--- src/rtl/shift_add_multiplier.sv ---
// shift_add_multiplier: sequential shift-and-add rebuild of quotient*divisor+remainder with a valid/ready handshake
module shift_add_multiplier #(
  parameter int Nx = 5
) (
  input  logic              clk,
  input  logic              rst,
  input  logic              in_valid,
  output logic              in_ready,
  input  logic [Nx-1:0]     quotient,
  input  logic [Nx-2:0]     divisor,
  input  logic [2*Nx-2:0]   remainder,
  output logic              out_valid,
  input  logic              out_ready,
  output logic [2*Nx-1:0]   product
);
  localparam int CW = $clog2(Nx + 1);
  localparam logic [CW-1:0] LAST = CW'(Nx - 1);
  localparam logic [1:0] IDLE = 2'd0;
  localparam logic [1:0] CALC = 2'd1;
  localparam logic [1:0] DONE = 2'd2;
  logic [1:0]      state;
  logic [2*Nx-1:0] acc, mcand, acc_next;
  logic [Nx-1:0]   mplier;
  logic [CW-1:0]   count;
  always_comb acc_next = acc + (mplier[0] ? mcand : '0);
  assign in_ready  = state == IDLE;
  assign out_valid = state == DONE;
  always_ff @(posedge clk or posedge rst) begin
    if (rst) begin
      state   <= IDLE;
      acc     <= '0;
      mcand   <= '0;
      mplier  <= '0;
      count   <= '0;
      product <= '0;
    end else begin
      case (state)
        IDLE: if (in_valid) begin
          acc    <= {1'b0, remainder};
          mcand  <= {{(Nx+1){1'b0}}, divisor};
          mplier <= quotient;
          count  <= '0;
          state  <= CALC;
        end
        CALC: begin
          acc    <= acc_next;
          mcand  <= mcand << 1;
          mplier <= mplier >> 1;
          count  <= count + 1'b1;
          if (count == LAST) begin
            product <= acc_next;
            state   <= DONE;
          end
        end
        DONE: if (out_ready) state <= IDLE;
        default: state <= IDLE;
      endcase
    end
  end
endmodule

--- config.mk ---
export PLATFORM = sky130hd
export DESIGN_NAME = shift_add_multiplier
export DESIGN_NICKNAME = d
export VERILOG_FILES = /design/src/rtl/shift_add_multiplier.sv
export SDC_FILE = /design/constraint.sdc
export NUM_CORES = 1
export LEC_CHECK = 0
export ABC_AREA = 1
export CAP_MARGIN = 10
export CORE_ASPECT_RATIO = 0.8
export CORE_MARGIN = 5
export CORE_UTILIZATION = 61
export CTS_BUF_LIST = sky130_fd_sc_hd__clkbuf_8
export DETAILED_ROUTE_END_ITERATION = 16
export PLACE_DENSITY = 0.88
export SYNTH_ARGS = -nofsm -noshare
export SYNTH_HDL_FRONTEND = slang
export SYNTH_SLANG_ARGS = --single-unit
--- constraint.sdc ---
create_clock -name clk -period 3.66 [get_ports clk]
set_input_delay 0.915 -clock clk [delete_from_list [all_inputs] [get_ports clk]]
set_output_delay 0.915 -clock clk [all_outputs]
set_load 0.02 [all_outputs]
* After elaboration in Yosys (flattened, before gate mapping)
Cells that the tools add are included.
** Word-level totals
- Register bits :: 40
- Input port bits :: 22
- Output and inout port bits :: 12
- Word-level logic and storage cells :: 32
** Cells by class
- $add $sub $neg :: 2
- Equal/unequal tests :: 6
- Mux-type cells :: 13
- Reduce and logical (&&, ||, !) cells :: 5
** Operators by type and width (count)
- case mux 10 bit (2 select lines) :: 2
- two-way mux 10 bit :: 3
- adder 10 bit :: 1
- case mux 5 bit (2 select lines) :: 1
- two-way mux 2 bit :: 3
- case mux 2 bit (3 select lines) :: 1
- case mux 3 bit (2 select lines) :: 1
- two-way mux 5 bit :: 1
- inequality test 2 bit, second input constant :: 2
- AND reduction 2 bit :: 2
- adder 3 x 1 -> 3 bit, second input constant :: 1
- == test 3 bit, second input constant :: 1
- two-way mux 3 bit :: 1
- AND reduction 3 bit :: 1
- == test 2 x 1 -> 1 bit, second input constant :: 1
- == test 2 bit, second input constant :: 1
- logical NOT 2 bit :: 1
- inequality test 2 x 1 -> 1 bit, second input constant :: 1
- nonzero test 2 bit :: 1

* Logic depth before layout (Yosys ltp)
Gate-level depths: netlist of run 1.
- Word-level depth :: 3
- Mapped depth :: 15
- Depth with buffers taken out :: 14

* Least setup slack after synthesis of run 1
OpenSTA, ideal clock, no wires.
- Path kind :: register to register
- From :: register mplier[0]
- To :: register acc[4]
- Library setup time :: 0.112 ns
- Arrival :: 1.858 ns
- Required time :: 3.548 ns
- Slack :: 1.689 ns
- Cell stages (with the launch flop) :: 14
- Path buffers :: 1
- Period minus slack after synthesis :: 1.971 ns
- Cell sequence :: dfrtp_1 -> clkbuf_1 -> nand2_1 -> inv_1 -> ha_1 -> inv_1 -> fa_1 -> inv_1 -> nand2_1 -> nand2_1 -> nand2_1 -> xor2_1 -> a21o_1 -> inv_1
** Between the ends
- Longest elaborated chain between the ends :: 3
** Ends and longest elaborated chain
- from (decl) :: RTL line 23 : logic [Nx-1:0] mplier;
- from (signal assigned) :: RTL line 41 : mplier <= quotient;
- from (signal assigned) :: RTL line 48 : mplier <= mplier >> 1;
- two-way mux 10 bit :: RTL line 25 : always_comb acc_next = acc + (mplier[0] ? mcand : '0);
- adder 10 bit :: RTL line 25
- case mux 10 bit (2 select lines) :: RTL line 37 : case (state)
- to (signal assigned) :: RTL line 39 : acc <= {1'b0, remainder};
- to (signal assigned) :: RTL line 46 : acc <= acc_next;
- to (decl) :: RTL line 22 : logic [2*Nx-1:0] acc, mcand, acc_next;
No other way between the ends.
A chain may end at the register's enable or synchronous reset.

* Final worst setup path of run 1
- From :: register state[0]
- To :: output in_ready
** Between the ends
- Longest elaborated chain between the ends :: 1
** Ends and longest elaborated chain
- from (decl) :: RTL line 21 : logic [1:0] state;
- from (signal assigned) :: RTL line 30 : state <= IDLE;
- from (signal assigned) :: RTL line 43 : state <= CALC;
- from (signal assigned) :: RTL line 52 : state <= DONE;
- logical NOT 2 bit :: RTL line 26 : assign in_ready = state == IDLE;
- to (decl) :: RTL line 8 : output logic in_ready,
No other way between the ends.

==> summary.md, run 1 <==
| Metric | Value |
|---|---|
| Status | complete, no violations |
| Vias in the first global route | 1946 |
| Syn nets | 340 |
| Slowest CP cell | clkdlybuf4s50_1 |
| Number of diodes | 0 |
| Area delta synth->final | 18.5% |
| MaxCap Viol Count | 0 |
| Final Hold Viols | 0 |
| DR pass1 iterations | 4 |
| HPWL after detailed placement | 3.68 mm |
| # H-tree levels | 2 |
| Top delay family on crit path | buffers and inverters |
| WP buf/inv | 1 |
| Site Rows | 20 |
| DRC Markers | 0 |
| Type of the worst setup path | reg -> out |
| Worst slew pin tran | 544 ps |
| DIE HEIGHT | 65.6 um |
| Critical path cell sequence | nor2_4 -> clkdlybuf4s50_1 |
| First-pass GRT wire length | 8.76 mm |
| Design Power | 0.00272 W |
| I/O pin cnt | 34 |
| Max clock buf depth | 2 |
| Final setup viols | 0 |
| Syn Inst Count | 306 |
| Yosys reg bits | 40 |
| Most common cell after layout, fill and taps aside | nand2_1 |
| CP arrival | 1740 ps |
| Drt via density | 5.31 |
| Top-area cell type share of the netlist area | 0.425 |
| Critical path required time | 2740 ps |
| Leak pwr | 1.47 nW |
| Worst vdd ir | 0.587 mV |
| Normalized max-slew margin | 0.636 |
| Crit share post-route | 0.726 |
| Post-CTS Setup Inserts | 0 |
| CTS tree | done |
| Syn_area_per_cell | 7.70 um^2 |
| Drt wl/cell | 13.3 um |
| Max Clk Rate | 0.377 GHz |
| Sinks on Clock Net | 40 |
| CP endpoint kind | output pin |
| Largest net degree at the start of global routing | 41 |
| Post-route minimum period | 2660 ps |
| Most frequent cells in the layout | 89 x nand2_1, 47 x inv_1, 40 x dfrtp_1 |
| Initial antenna violation count | 0 |
| Setup tns final | 0 ps |
| Seq/Total Area, Yosys | 0.425 |
| Final Max Slew Viols | 0 |
| Antenna-violating nets left | 0 |
| WL final | 5.08 mm |
| Hold Crit Class | reg -> reg |
| Largest cells by area after synthesis | dfrtp_1 42%, nand2_1 14%, inv_1 7.5%, ha_1 5.8%, nor2_1 4.3% |
| Pwr dens | 974 nW/um^2 |
| Syn Std Cell Area | 2360 um^2 |
| Dominant cell type by area after synthesis | dfrtp_1 |
| Die area | 5210 um^2 |
| Multi-input gate area | 1090 um^2 |
| Sequential Area | 1000 um^2 |
| CTS buffer count | 5 |
| Hold WS | 480 ps |
| GRT overflow | 0 |
| Crit-path max FO | 10 |
| Iteration-0 DRC Markers | 122 |
| Share of cells above drive strength 1 | 0.0678 |
| Yosys warns | 0 |
| Number of distinct library cells after synthesis | 33 |
| Placeable Area | 3750 um^2 |
| CP max stage delay | 630 ps |
| Later-pin clock latency in the skew report | 300 ps |
| Count of hold-fix buffers inserted at cts | 0 |
| Die X | 79.5 um |
| Vias | 2033 |
| CTS root buf | clkbuf_8 |
| Worst clock skew | 4.98 ps |
| Reg2reg setup slack | 1430 ps |
| Startpoint types | register |
| RSZ-0062 raised after global routing | no |
| Clock-pin slew on the worst setup and hold paths | 80 ps |
| PortBufs | 33 |
| Initial cell density of the core | 0.628 |
| Fill cells | 293 |
| Fin area | 2790 um^2 |
| GRT Overall Usage | 0.215 |
| # resized after CTS | 0 |
| Nets@finish | 372 |
| RePlAce Congestion | 0.852 |
| Cell Area, Placed | 2680 um^2 |
cell families after synthesis:
family | Yosys count | share of synthesized area
flops | 40 | 0.425
xor+xnor | 4 | 0.0149
compound gates | 46 | 0.117
buf+inv | 60 | 0.114
simple gates | 144 | 0.262
fa+ha+maj | 12 | 0.0669
layer usage:
layer,share of wire,vias up,track usage
met5,0,-,0
met4,0.013,0,0.0794
met3,0.059,10,0.0438
met2,0.48,59,0.350
met1,0.45,931,0.285
li1,-,1033,-
flip-flops by register name, summed over array words and instances (netlist names):
| register | cells |
|---|---|
| count | 3 |
| acc | 10 |
| product | 10 |
| state | 2 |
| mcand | 10 |
| mplier | 5 |
cell type report:
type	instances	share of cell area
multi-input combinational	206	0.389
sequential	40	0.358
timing repair buffer	34	0.121
inverter	51	0.0703
clock buffer	5	0.0246
tap	44	0.0197
clock inverter	3	0.0166
metrics by stage:
stage               utilization  worst slack [ps]  std cells
finish                    0.744              1000        383
global route              0.744               953        383
CTS                       0.744              1000        383
detailed placement        0.713              1140        375
global placement          0.713              1210        375
floorplan                     -              1690        306
report_power, final:
part	switching (W)	internal, W	total (W)	leakage (nW)
Sequential	0.000157	0.000657	0.000814	0.496
Combinational	0.000953	0.000578	0.00153	0.919
Clock	0.000170	0.000205	0.000376	0.0548
Total	0.00128	0.00144	0.00272	1.47
cells in the mapped netlist, drive strengths merged:
master / count
xor2: 3
a21oi: 4
a21o: 1
nor3: 1
a32o: 2
o31ai: 1
nor2: 28
a31oi: 2
clkbuf: 1
nand2: 93
inv: 51
nand3: 17
xnor2: 1
buf: 8
o21ai: 27
nand4: 2
ha: 11
or2: 3
a221oi: 1
o22ai: 7
fa: 1
o21bai: 1
dfrtp: 40
path summary, 6_finish.rpt:
check / from / to / depth (start not counted)
setup reg to reg: mplier[0]$_DFFE_PP0P_ / acc[4]$_DFFE_PP0P_ / 12
hold / removal: product[0]$_DFFE_PP0P_ / product[0]$_DFFE_PP0P_ / 2
min in group asynchronous: rst / mcand[8]$_DFFE_PP0P_ / 3
max in group asynchronous: rst / acc[4]$_DFFE_PP0P_ / 3
hold reg to reg: product[0]$_DFFE_PP0P_ / product[0]$_DFFE_PP0P_ / 2
setup / recovery: state[0]$_DFFE_PP0P_ / in_ready / 2
worst min-delay path: cells and delay by family, from the launching register on:
kind	cells	cell delay [ps]
DFF	1	350
and+or+nand+nor	2	100
(Power assumes the default switching activity.)
==> run 2, diff against run 1 <==
Settings changed: CORE_UTILIZATION 61 to 51, PLACE_DENSITY 0.88 to 0.79.
Clock period 3.66 ns to 2.2 ns, I/O delays scaled along.
==> summary.md, run 2 (same netlist as run 1, synthesis figures left out) <==
| Metric | Value |
|---|---|
| CP arrival | 1500 ps (-240 ps) |
| Drt via density | 4.90 (-7.7%) |
| Status | complete, no violations |
| Site Rows | 22 (+10%) |
| Largest net degree at the start of global routing | 41 (unchanged) |
| Vias in the first global route | 1896 (-2.6%) |
| Share of cells above drive strength 1 | 0.0758 (+0.00796) |
| Iteration-0 DRC Markers | 70 (-43%) |
| Initial cell density of the core | 0.519 (-0.109) |
| Final Max Slew Viols | 0 (unchanged) |
| Die area | 6090 um^2 (+17%) |
| Initial antenna violation count | 0 (unchanged) |
| Critical path required time | 1650 ps (-1090 ps) |
| Area delta synth->final | 19.8% |
| Crit share post-route | 0.931 |
| Type of the worst setup path | reg -> out |
| DR pass1 iterations | 4 (unchanged) |
| CP endpoint kind | output pin |
| Multi-input gate area | 1090 um^2 (unchanged) |
| Count of hold-fix buffers inserted at cts | 0 (unchanged) |
| Nets@finish | 376 (+1.1%) |
| CTS root buf | clkbuf_8 |
| Pwr dens | 1580 nW/um^2 (+62%) |
| Normalized max-slew margin | 0.634 (-0.00206) |
| Post-route minimum period | 2050 ps |
| Antenna-violating nets left | 0 (unchanged) |
| DIE HEIGHT | 70.8 um (+7.9%) |
| Hold WS | 475 ps (-4.27 ps) |
| Clock-pin slew on the worst setup and hold paths | 80 ps (about the same) |
| Number of diodes | 0 (unchanged) |
| Hold Crit Class | reg -> reg |
| # H-tree levels | 2 (unchanged) |
| Fill cells | 414 (+41%) |
| Largest registers | acc x10, mcand x10, product x10 |
| DRC Markers | 0 (unchanged) |
| Worst vdd ir | 0.901 mV (+54%) |
| Crit-path max FO | 4 (-6) |
| Setup tns final | 0 ps (unchanged) |
| Sequential Area | 1000 um^2 (unchanged) |
| Sinks on Clock Net | 40 (unchanged) |
| Max clock buf depth | 2 (unchanged) |
| Vias | 1975 (-2.9%) |
| Die X | 86.0 um (+8.2%) |
| Worst slew pin tran | 547 ps (+3.24 ps) |
| PortBufs | 33 (unchanged) |
| GRT Overall Usage | 0.177 (-0.0387) |
| # resized after CTS | 0 (unchanged) |
| WL final | 4.97 mm (-2.1%) |
| Final Hold Viols | 0 (unchanged) |
| Worst clock skew | 3.55 ps (-1.43 ps) |
| Placeable Area | 4540 um^2 (+21%) |
| Later-pin clock latency in the skew report | 300 ps (about the same) |
| RSZ-0062 raised after global routing | no |
| MaxCap Viol Count | 0 (unchanged) |
| I/O pin cnt | 34 (unchanged) |
| Most common cell after layout, fill and taps aside | nand2_1 |
| Final setup viols | 0 (unchanged) |
| CTS tree | done |
| HPWL after detailed placement | 3.69 mm (+0.26%) |
| Leak pwr | 1.48 nW (+0.86%) |
| GRT overflow | 0 (unchanged) |
| Post-CTS Setup Inserts | 0 (unchanged) |
| Most frequent cells in the layout | 89 x nand2_1, 48 x inv_1, 40 x dfrtp_1 |
| CTS buffer count | 5 (unchanged) |
| First-pass GRT wire length | 8.58 mm (-2.1%) |
| Drt wl/cell | 12.3 um (-7.0%) |
| RePlAce Congestion | 0.885 (+3.9%) |
| Startpoint types | register |
| Max Clk Rate | 0.488 GHz |
run 2: per-layer routing:
layer,global-route usage,share of wire
met2,0.278,0.46
met1,0.242,0.48
met5,0,0
met3,0.0489,0.047
met4,0.0439,0.0089
run 2: final timing paths:
kind / start / to / slack, ps / depth (start not counted)
worst max-delay path: state[0]$_DFFE_PP0P_ / in_ready / 150 / 2
worst min-delay path: product[0]$_DFFE_PP0P_ / product[0]$_DFFE_PP0P_ / 480 / 2
worst max register to register: mplier[0]$_DFFE_PP0P_ / product[9]$_DFFE_PP0P_ / 300 / 11
worst min register to register: product[0]$_DFFE_PP0P_ / product[0]$_DFFE_PP0P_ / 480 / 2
max in group asynchronous: rst / product[3]$_DFFE_PP0P_ / 1170 / 3
min in group asynchronous: rst / acc[9]$_DFFE_PP0P_ / 670 / 3
run 2: layout make-up:
cell class,count,share of cell area
multi-input combinational,206,0.385
sequential,40,0.355
timing repair buffer,38,0.130
inverter,51,0.0696
clock buffer,6,0.0293
tap,60,0.0266
clock inverter,2,0.00399
run 2: critical path: stages, from the launching register on:
cell,delay [ps]
dfrtp_1,420
nor2_4,150
clkdlybuf4s50_1,630
run 2: stage by stage:
stage,total power (W),instance area (um^2),instances,utilization,worst slack (ps)
CTS,0.00447,2820,403,0.621,141
finish,0.00445,2820,403,0.621,152
global route,0.00489,2820,403,0.621,76.9
floorplan,0.00331,2360,306,-,229
global placement,0.00387,2730,395,0.601,295
detailed placement,0.00395,2730,395,0.601,224
run 2: where the power goes:
group / internal [W] / leakage, nW / switching [W] / total [W]
combinational: 0.00101 / 0.938 / 0.00161 / 0.00263
clock: 0.000250 / 0.0486 / 0.000267 / 0.000517
sequential: 0.00109 / 0.496 / 0.000205 / 0.00130
total: 0.00236 / 1.48 / 0.00209 / 0.00445
